$ cat src/rtl/rv_pkg.sv
// rtl/rv_pkg.sv - shared FSM encodings, funct3 constants and load/store helper functions
package rv_pkg;

    typedef enum logic [1:0] {
        ST_IDLE = 2'd0,
        ST_WAIT = 2'd1,
        ST_DONE = 2'd2
    } mem_state_t;

    localparam logic [2:0] LB  = 3'b000;
    localparam logic [2:0] LH  = 3'b001;
    localparam logic [2:0] LW  = 3'b010;
    localparam logic [2:0] LBU = 3'b100;
    localparam logic [2:0] LHU = 3'b101;
    localparam logic [2:0] SB  = 3'b000;
    localparam logic [2:0] SH  = 3'b001;
    localparam logic [2:0] SW  = 3'b010;

    // Only the encodings the core actually emits are accepted.
    function automatic logic access_legal(input logic is_store, input logic [2:0] f3);
        logic ok;
        if (is_store) begin
            ok = (f3 == SB) || (f3 == SH) || (f3 == SW);
        end else begin
            ok = (f3 == LB) || (f3 == LH) || (f3 == LW) || (f3 == LBU) || (f3 == LHU);
        end
        return ok;
    endfunction

    // size is funct3[1:0]: 00 byte, 01 half, 1x word (11 is illegal anyway).
    function automatic logic access_misaligned(input logic [1:0] size, input logic [1:0] off);
        logic mis;
        case (size)
            2'b00:   mis = 1'b0;
            2'b01:   mis = off[0];
            default: mis = (off != 2'b00);
        endcase
        return mis;
    endfunction

    function automatic logic [3:0] store_be(input logic [1:0] size, input logic [1:0] off);
        logic [3:0] be;
        case (size)
            2'b00:   be = 4'b0001 << off;
            2'b01:   be = 4'b0011 << {off[1], 1'b0};
            default: be = 4'b1111;
        endcase
        return be;
    endfunction

    // Narrow stores replicate the datum so any enabled lane carries it.
    function automatic logic [31:0] store_wdata(input logic [1:0] size, input logic [31:0] data);
        logic [31:0] wd;
        case (size)
            2'b00:   wd = {4{data[7:0]}};
            2'b01:   wd = {2{data[15:0]}};
            default: wd = data;
        endcase
        return wd;
    endfunction

endpackage

$ cat src/rtl/mem_access_if.sv
// rtl/mem_access_if.sv - data-memory bus between the load/store unit and memory
interface mem_access_if;
    logic        dmem_req;
    logic        dmem_we;
    logic [31:0] dmem_addr;
    logic [31:0] dmem_wdata;
    logic [3:0]  dmem_be;
    logic [31:0] dmem_rdata;
    logic        dmem_ack;

    modport master (
        output dmem_req, dmem_we, dmem_addr, dmem_wdata, dmem_be,
        input  dmem_rdata, dmem_ack
    );

    modport slave (
        input  dmem_req, dmem_we, dmem_addr, dmem_wdata, dmem_be,
        output dmem_rdata, dmem_ack
    );
endinterface

$ cat src/rtl/load_ext.sv
// rtl/load_ext.sv - combinational byte/half lane select with sign or zero extension
module load_ext
    import rv_pkg::*;
(
    input  logic [2:0]  funct3,
    input  logic [1:0]  offset,
    input  logic [31:0] rdata,
    output logic [31:0] data
);
    logic [7:0]  byte_lane;
    logic [15:0] half_lane;

    // pick the addressed lane, then extend according to the load type
    always_comb begin
        byte_lane = rdata[7:0];
        case (offset)
            2'd0:    byte_lane = rdata[7:0];
            2'd1:    byte_lane = rdata[15:8];
            2'd2:    byte_lane = rdata[23:16];
            default: byte_lane = rdata[31:24];
        endcase
        half_lane = offset[1] ? rdata[31:16] : rdata[15:0];
        data = rdata;
        case (funct3)
            LB:      data = {{24{byte_lane[7]}}, byte_lane};
            LH:      data = {{16{half_lane[15]}}, half_lane};
            LBU:     data = {24'h000000, byte_lane};
            LHU:     data = {16'h0000, half_lane};
            default: data = rdata;
        endcase
    end
endmodule

$ cat src/rtl/mem_access.sv
// rtl/mem_access.sv - load/store unit with bus handshake FSM; optional MEM_TIMEOUT_EN ack timeout
module mem_access
    import rv_pkg::*;
#(
    parameter int WIDTH   = 32,
    parameter int TIMEOUT = 255
) (
    input  logic             clk,
    input  logic             rst_n,
    input  logic [WIDTH-1:0] alu_result,
    input  logic [WIDTH-1:0] Rd2,
    input  logic [2:0]       mem_cntr,
    input  logic             mem_rd,
    input  logic             mem_wr,
    output logic             stall,
    output logic [WIDTH-1:0] load_data,
    output logic             load_valid,
    output logic             fault,
    mem_access_if.master     dmem
);
    if (WIDTH != 32) begin : g_bad_width
        $error("mem_access: only WIDTH=32 is supported");
    end
    if (TIMEOUT < 1 || TIMEOUT > 255) begin : g_bad_timeout
        $error("mem_access: TIMEOUT must fit the 8-bit wait counter");
    end

    mem_state_t  state;
    mem_state_t  state_nxt;
    logic        access;
    logic        is_store;
    logic        legal;
    logic        misaligned;
    logic        issue;
    logic        reject;
    logic        timed_out;
    logic [2:0]  txn_f3;
    logic [1:0]  txn_off;
    logic [31:0] ext_data;

    // classify the access presented by the execute stage
    always_comb begin
        access     = mem_rd | mem_wr;
        is_store   = mem_wr;
        legal      = access_legal(is_store, mem_cntr);
        misaligned = access_misaligned(mem_cntr[1:0], alu_result[1:0]);
        issue      = (state == ST_IDLE) && access && legal && !misaligned;
        reject     = (state == ST_IDLE) && access && !(legal && !misaligned);
    end

`ifdef MEM_TIMEOUT_EN
    logic [7:0] tmo_cnt;

    assign timed_out = (state == ST_WAIT) && !dmem.dmem_ack && (tmo_cnt == 8'(TIMEOUT - 1));

    // count WAIT cycles without ack; restarts with every new bus request
    always_ff @(posedge clk or negedge rst_n) begin
        if (!rst_n) begin
            tmo_cnt <= 8'd0;
        end else if (issue) begin
            tmo_cnt <= 8'd0;
        end else if (state == ST_WAIT && !dmem.dmem_ack) begin
            tmo_cnt <= tmo_cnt + 8'd1;
        end
    end
`else
    assign timed_out = 1'b0;
`endif

    // FSM state register
    always_ff @(posedge clk or negedge rst_n) begin
        if (!rst_n) begin
            state <= ST_IDLE;
        end else begin
            state <= state_nxt;
        end
    end

    // next state and stall; stall is forced low while reset is asserted
    always_comb begin
        state_nxt = state;
        stall     = 1'b0;
        case (state)
            ST_IDLE: begin
                if (issue) begin
                    state_nxt = ST_WAIT;
                    stall     = 1'b1;
                end
            end
            ST_WAIT: begin
                stall = 1'b1;
                if (dmem.dmem_ack || timed_out) begin
                    state_nxt = ST_DONE;
                end
            end
            ST_DONE: state_nxt = ST_IDLE;
            default: state_nxt = ST_IDLE;
        endcase
        if (!rst_n) begin
            stall = 1'b0;
        end
    end

    // bus request registers, load result capture and one-cycle pulses
    always_ff @(posedge clk or negedge rst_n) begin
        if (!rst_n) begin
            dmem.dmem_req   <= 1'b0;
            dmem.dmem_we    <= 1'b0;
            dmem.dmem_addr  <= 32'h0;
            dmem.dmem_wdata <= 32'h0;
            dmem.dmem_be    <= 4'h0;
            txn_f3          <= 3'b000;
            txn_off         <= 2'b00;
            load_data       <= '0;
            load_valid      <= 1'b0;
            fault           <= 1'b0;
        end else begin
            load_valid <= 1'b0;
            fault      <= 1'b0;
            case (state)
                ST_IDLE: begin
                    if (issue) begin
                        dmem.dmem_req   <= 1'b1;
                        dmem.dmem_we    <= is_store;
                        dmem.dmem_addr  <= {alu_result[31:2], 2'b00};
                        dmem.dmem_be    <= is_store ? store_be(mem_cntr[1:0], alu_result[1:0]) : 4'b1111;
                        dmem.dmem_wdata <= is_store ? store_wdata(mem_cntr[1:0], Rd2) : 32'h0;
                        txn_f3          <= mem_cntr;
                        txn_off         <= alu_result[1:0];
                    end else if (reject) begin
                        fault <= 1'b1;
                    end
                end
                ST_WAIT: begin
                    if (dmem.dmem_ack) begin
                        dmem.dmem_req <= 1'b0;
                        if (!dmem.dmem_we) begin
                            load_data  <= ext_data;
                            load_valid <= 1'b1;
                        end
                    end else if (timed_out) begin
                        dmem.dmem_req <= 1'b0;
                        fault         <= 1'b1;
                    end
                end
                default: ;
            endcase
        end
    end

    load_ext u_load_ext (
        .funct3 (txn_f3),
        .offset (txn_off),
        .rdata  (dmem.dmem_rdata),
        .data   (ext_data)
    );
endmodule

$ cat src/flat_wrapper.sv
// flat-port wrapper written by rule: the top's interface ports become plain ports
module mem_access_flat import rv_pkg::*;
#(
    parameter int WIDTH   = 32,
    parameter int TIMEOUT = 255
)
  (clk, rst_n, alu_result, Rd2, mem_cntr, mem_rd, mem_wr, stall, load_data, load_valid, fault, dmem_dmem_req, dmem_dmem_we, dmem_dmem_addr, dmem_dmem_wdata, dmem_dmem_be, dmem_dmem_rdata, dmem_dmem_ack);
  mem_access_if dmem_i ();
  input  logic clk;
  input  logic rst_n;
  input  logic [WIDTH-1:0] alu_result;
  input  logic [WIDTH-1:0] Rd2;
  input  logic [2:0] mem_cntr;
  input  logic mem_rd;
  input  logic mem_wr;
  output logic stall;
  output logic [WIDTH-1:0] load_data;
  output logic load_valid;
  output logic fault;
  output wire logic [$bits(dmem_i.dmem_req)-1:0] dmem_dmem_req;
  output wire logic [$bits(dmem_i.dmem_we)-1:0] dmem_dmem_we;
  output wire logic [$bits(dmem_i.dmem_addr)-1:0] dmem_dmem_addr;
  output wire logic [$bits(dmem_i.dmem_wdata)-1:0] dmem_dmem_wdata;
  output wire logic [$bits(dmem_i.dmem_be)-1:0] dmem_dmem_be;
  input wire logic [$bits(dmem_i.dmem_rdata)-1:0] dmem_dmem_rdata;
  input wire logic [$bits(dmem_i.dmem_ack)-1:0] dmem_dmem_ack;
  assign dmem_dmem_req = dmem_i.dmem_req;
  assign dmem_dmem_we = dmem_i.dmem_we;
  assign dmem_dmem_addr = dmem_i.dmem_addr;
  assign dmem_dmem_wdata = dmem_i.dmem_wdata;
  assign dmem_dmem_be = dmem_i.dmem_be;
  assign dmem_i.dmem_rdata = dmem_dmem_rdata;
  assign dmem_i.dmem_ack = dmem_dmem_ack;
  mem_access #(.WIDTH(WIDTH), .TIMEOUT(TIMEOUT)) u_core (.clk(clk), .rst_n(rst_n), .alu_result(alu_result), .Rd2(Rd2), .mem_cntr(mem_cntr), .mem_rd(mem_rd), .mem_wr(mem_wr), .stall(stall), .load_data(load_data), .load_valid(load_valid), .fault(fault), .dmem(dmem_i));
endmodule
$ cat config.mk
export PLATFORM = sky130hd
export DESIGN_NAME = mem_access_flat
export DESIGN_NICKNAME = d
export VERILOG_FILES = /design/src/rtl/rv_pkg.sv /design/src/rtl/mem_access_if.sv /design/src/rtl/load_ext.sv /design/src/rtl/mem_access.sv /design/src/flat_wrapper.sv
export SDC_FILE = /design/constraint.sdc
export NUM_CORES = 1
export LEC_CHECK = 0
export ABC_AREA = 1
export BUFFER_PORTS_ARGS = -buffer_cell sky130_fd_sc_hd__buf_2
export CORE_UTILIZATION = 50
export CTS_CLUSTER_SIZE = 28
export DETAILED_ROUTE_END_ITERATION = 16
export GPL_TIMING_DRIVEN = 0
export HOLD_SLACK_MARGIN = 0.15
export PLACE_DENSITY_LB_ADDON = 0.25
export SLEW_MARGIN = 15
export SYNTH_ARGS = -nofsm -noshare
export SYNTH_HDL_FRONTEND = slang
export SYNTH_SLANG_ARGS = --single-unit
$ cat constraint.sdc
create_clock -name clk -period 1.6 [get_ports clk]
set_clock_uncertainty 0.1 [all_clocks]
set_input_delay 0.32 -clock clk [delete_from_list [all_inputs] [get_ports clk]]
set_output_delay 0.32 -clock clk [all_outputs]
set_load 0.1 [all_outputs]
==> impl_metrics.csv <==
group,metric,value,unit
global_route,grt_pass1_wl,25.5,mm
cells_and_area,n_antenna_cell,0,
synthesis,ys_seq_elements,109,
synthesis,synth_top_area_share,48.5,%
critical_path,critPathLaunchType,"flop",
sta,max_slew.worst_pin.slew,0.523,ns
place,numPortBuffers,205,
sta,relSlewSlack,65.2,%
place,dp_hpwl,11.3,mm
cells_and_area,multi_input_area,0.00244,mm^2
job,maxCapViolCount,0,
synthesis,synth_common_cells,"nand2_1, dfrtp_1, inv_1",
clock_tree,cts_made_buffers,9,
critical_path,arrival,1.55,ns
floorplanning,coreArea,0.0109,mm^2
critical_path,crit_fanout,2,
floorplanning,dieArea,0.0117,mm^2
synthesis,synth_edf_count,0,
floorplanning,ios,209,
outcome,violations,"hold timing, setup timing",
global_route,overflow,0,
cells_and_area,fillCellCount,839,
clock_tree,cts_tree,"done",
synthesis,synth_flop_cell,"dfrtp_1",
clock_tree,htreeDepth,3,
clock_tree,clk_pin_slew,0.11,ns
global_route,antenna_found_initial,0,
routing,routed_wl,16.9,mm
critical_path,crit_required,1.18,ns
sta,rsz0062_at_grt,"yes",
global_route,grt_pass1_vias,5338,
floorplanning,die_h,108,um
cells_and_area,stdcell_area,0.00810,mm^2
floorplanning,die_w,108,um
cells_and_area,areaGrowthSynthToFinish,44.0,%
sta,timing.final.crit_period,1.97,ns
synthesis,yosys_warnings,0,
floorplanning,rows,38,
routing,drc,0,
global_route,grt_start_max_net_pins,74,
sta,setup_viol,12,
synthesis,synth_cells,747,
pwr,ir_drop,1.92,mV
cells_and_area,fin_nets,1125,
critical_path,crit_path_end_kind,"output port",
clock_tree,hold_buffers,40,
clock_tree,clock-root-buffer,"clkbuf_8",
sta,fmax,508,MHz
critical_path,cp_slowest_stage_delay,0.42,ns
cells_and_area,seq_area,0.00273,mm^2
pwr,p_leak,4.51,nW
sta,timing.hold.ws,-0.279,ns
routing,drt_iter0_drc,360,
min_path,hp-class,"in2async",
synthesis,yosysSeqAreaShare,48.5,%
place,placed_area,0.00690,mm^2
clock_tree,cts_sinks,109,
critical_path,critPathSlowestCell,"dfrtp_1",
synthesis,yosysMostFrequentCell,"nand2_1",
synthesis,async_reset_ff_share,100,%
synthesis,yosysTopAreaCell,"dfrtp_1",
place,routabilityCongestion,0.950,
pwr,pwr_density_cell,2220,mW/mm^2
sta,hold_violations,37,
clock_tree,worst_skew_pair.late_latency,0.37,ns
synthesis,avgSynthCellArea,7.53,um^2
cells_and_area,fin_util,74.4,%
routing,vias_per_cell,4.98,
clock_tree,cts_max_path_buffers,2,
routing,dr.pass1.iters,5,
synthesis,synth.distinct_cells,30,
floorplanning,initial_utilization,51.7,%
cells_and_area,drive_gt1_share,33.3,%
routing,routedWlPerCell,14.5,um
sta,fin_crit_sh,123,%
sta,setup_slack,-0.370,ns
synthesis,yosys-top-cells-area,"dfrtp_1, nand2_1, inv_1",
global_route,grt_usage,28.2,%
synthesis,syn-cell-area,0.00563,mm^2
critical_path,crit_chain,"nor3_4 -> nand3_2 -> buf_6 -> a21boi_4 -> buf_12",
sta,finalMaxSlewViolations,0,
outcome,status,"complete, but fails checks",
routing,antenna_left,0,
routing,num_vias,5807,
critical_path,worstSetupPathType,"reg2out",
[cell type report]
cell class,instances,area share (%)
flip-flops and latches,109,33.7
inverters,77,3.69
plain buffers,43,4.57
repair buffers,262,23.2
clock buffers,9,1.53
well taps,140,2.16
clock inverters,7,1.02
multi-input cells,519,30.1
[per-stage QoR]
step / setup slack, ns / hold slack [ns] / TNS, ns / total power, mW / instances
global route: -0.460 / -0.273 / -2.48 / 18.8 / 1166
finish: -0.370 / -0.279 / -0.577 / 18.0 / 1166
floorplan: -0.294 / -0.0756 / -0.294 / 13.4 / 748
detailed placement: -0.554 / 0.142 / -6.37 / 15.3 / 1094
CTS: -0.382 / -0.268 / -0.382 / 17.4 / 1153
global placement: -1.88 / 0.357 / -134.16 / 15.2 / 1093
[registers in the layout, summed over array words and instances (netlist names)]
name,cells
u_core.fault,1
u_core.dmem.dmem_we,1
u_core.load_valid,1
u_core.load_data,32
u_core.dmem.dmem_be,4
u_core.txn_off,2
u_core.dmem.dmem_req,1
u_core.dmem.dmem_wdata,32
u_core.txn_f3,3
u_core.state,2
u_core.dmem.dmem_addr,30
[where the power goes]
group          leakage, nW  switching (mW)  internal (mW)
clock                0.104            1.03          0.753
sequential            1.36           0.588           3.74
combinational         3.05            9.40           2.49
total                 4.51            11.0           6.99
[metal layers]
metal / vias up / routed length, um / GRT usage (%)
li1: 2845 / - / -
met1: 2675 / 6840 / 36.1
met2: 256 / 8580 / 47.8
met3: 31 / 1090 / 5.18
met4: 0 / 365 / 10.1
met5: - / 0 / 0
[path summary, 6_finish.rpt]
| kind | startpoint | end | slack (ns) | depth (start not counted) |
|---|---|---|---|---|
| worst min register to register | u_core.load_data[12]$_DFFE_PN0P_ | u_core.load_data[12]$_DFFE_PN0P_ | 0.39 | 2 |
| worst max register to register | u_core.state[1]$_DFFE_PN0P_ | u_core.load_data[30]$_DFFE_PN0P_ | -0.04 | 10 |
| min in group clk | dmem_dmem_rdata[6] | u_core.load_data[6]$_DFFE_PN0P_ | 0.15 | 5 |
| worst max-delay path | u_core.state[1]$_DFFE_PN0P_ | stall | -0.37 | 5 |
| worst min-delay path | rst_n | u_core.load_valid$_DFF_PN0_ | -0.28 | 1 |
| max in group asynchronous | rst_n | u_core.fault$_DFF_PN0_ | 0.99 | 2 |
[critical path, delay by kind of cell (launching register included)]
| family | cells | cell delay, ns |
|---|---|---|
| DFF | 1 | 0.42 |
| buffers and inverters | 2 | 0.32 |
| and+or+nand+nor | 2 | 0.30 |
| AOI/OAI and AO/OA | 1 | 0.14 |
[layout by cell type, fill, tap and decap left out, drive strengths merged]
cell | Yosys | layout
o211ai | 6 | 6
nor3 | 7 | 7
nor2 | 40 | 40
clkinv | 0 | 2
a21boi | 2 | 2
dfrtp | 109 | 109
o21ai | 60 | 60
o2111ai | 2 | 2
nand2 | 318 | 318
nand4 | 1 | 1
buf | 33 | 186
nand3 | 47 | 47
conb | 1 | 2
bufinv | 0 | 1
or2 | 16 | 16
inv | 77 | 80
a21oi | 18 | 18
dlygate4sd3 | 0 | 40
clkinvlp | 0 | 1
clkbuf | 10 | 88
[kinds of logic after synthesis]
kind of cell           count (synthesis)  synth area share (%)
and+or+nand+nor                      429                  31.0
buffers and inverters                120                  10.4
DFF                                  109                  48.5
AOI/OAI and AO/OA                     88                  10.1
other                                  1                0.0666
[repair_timing]
action                                  CTS  global route
gates cloned                              0             3
pin swaps                                 4            18
endpoints found under the hold margin   124            37
resized for setup                        43           135
buffers inserted                          3            10
endpoints found under the setup margin   66           133
(Power assumes the default switching activity.)
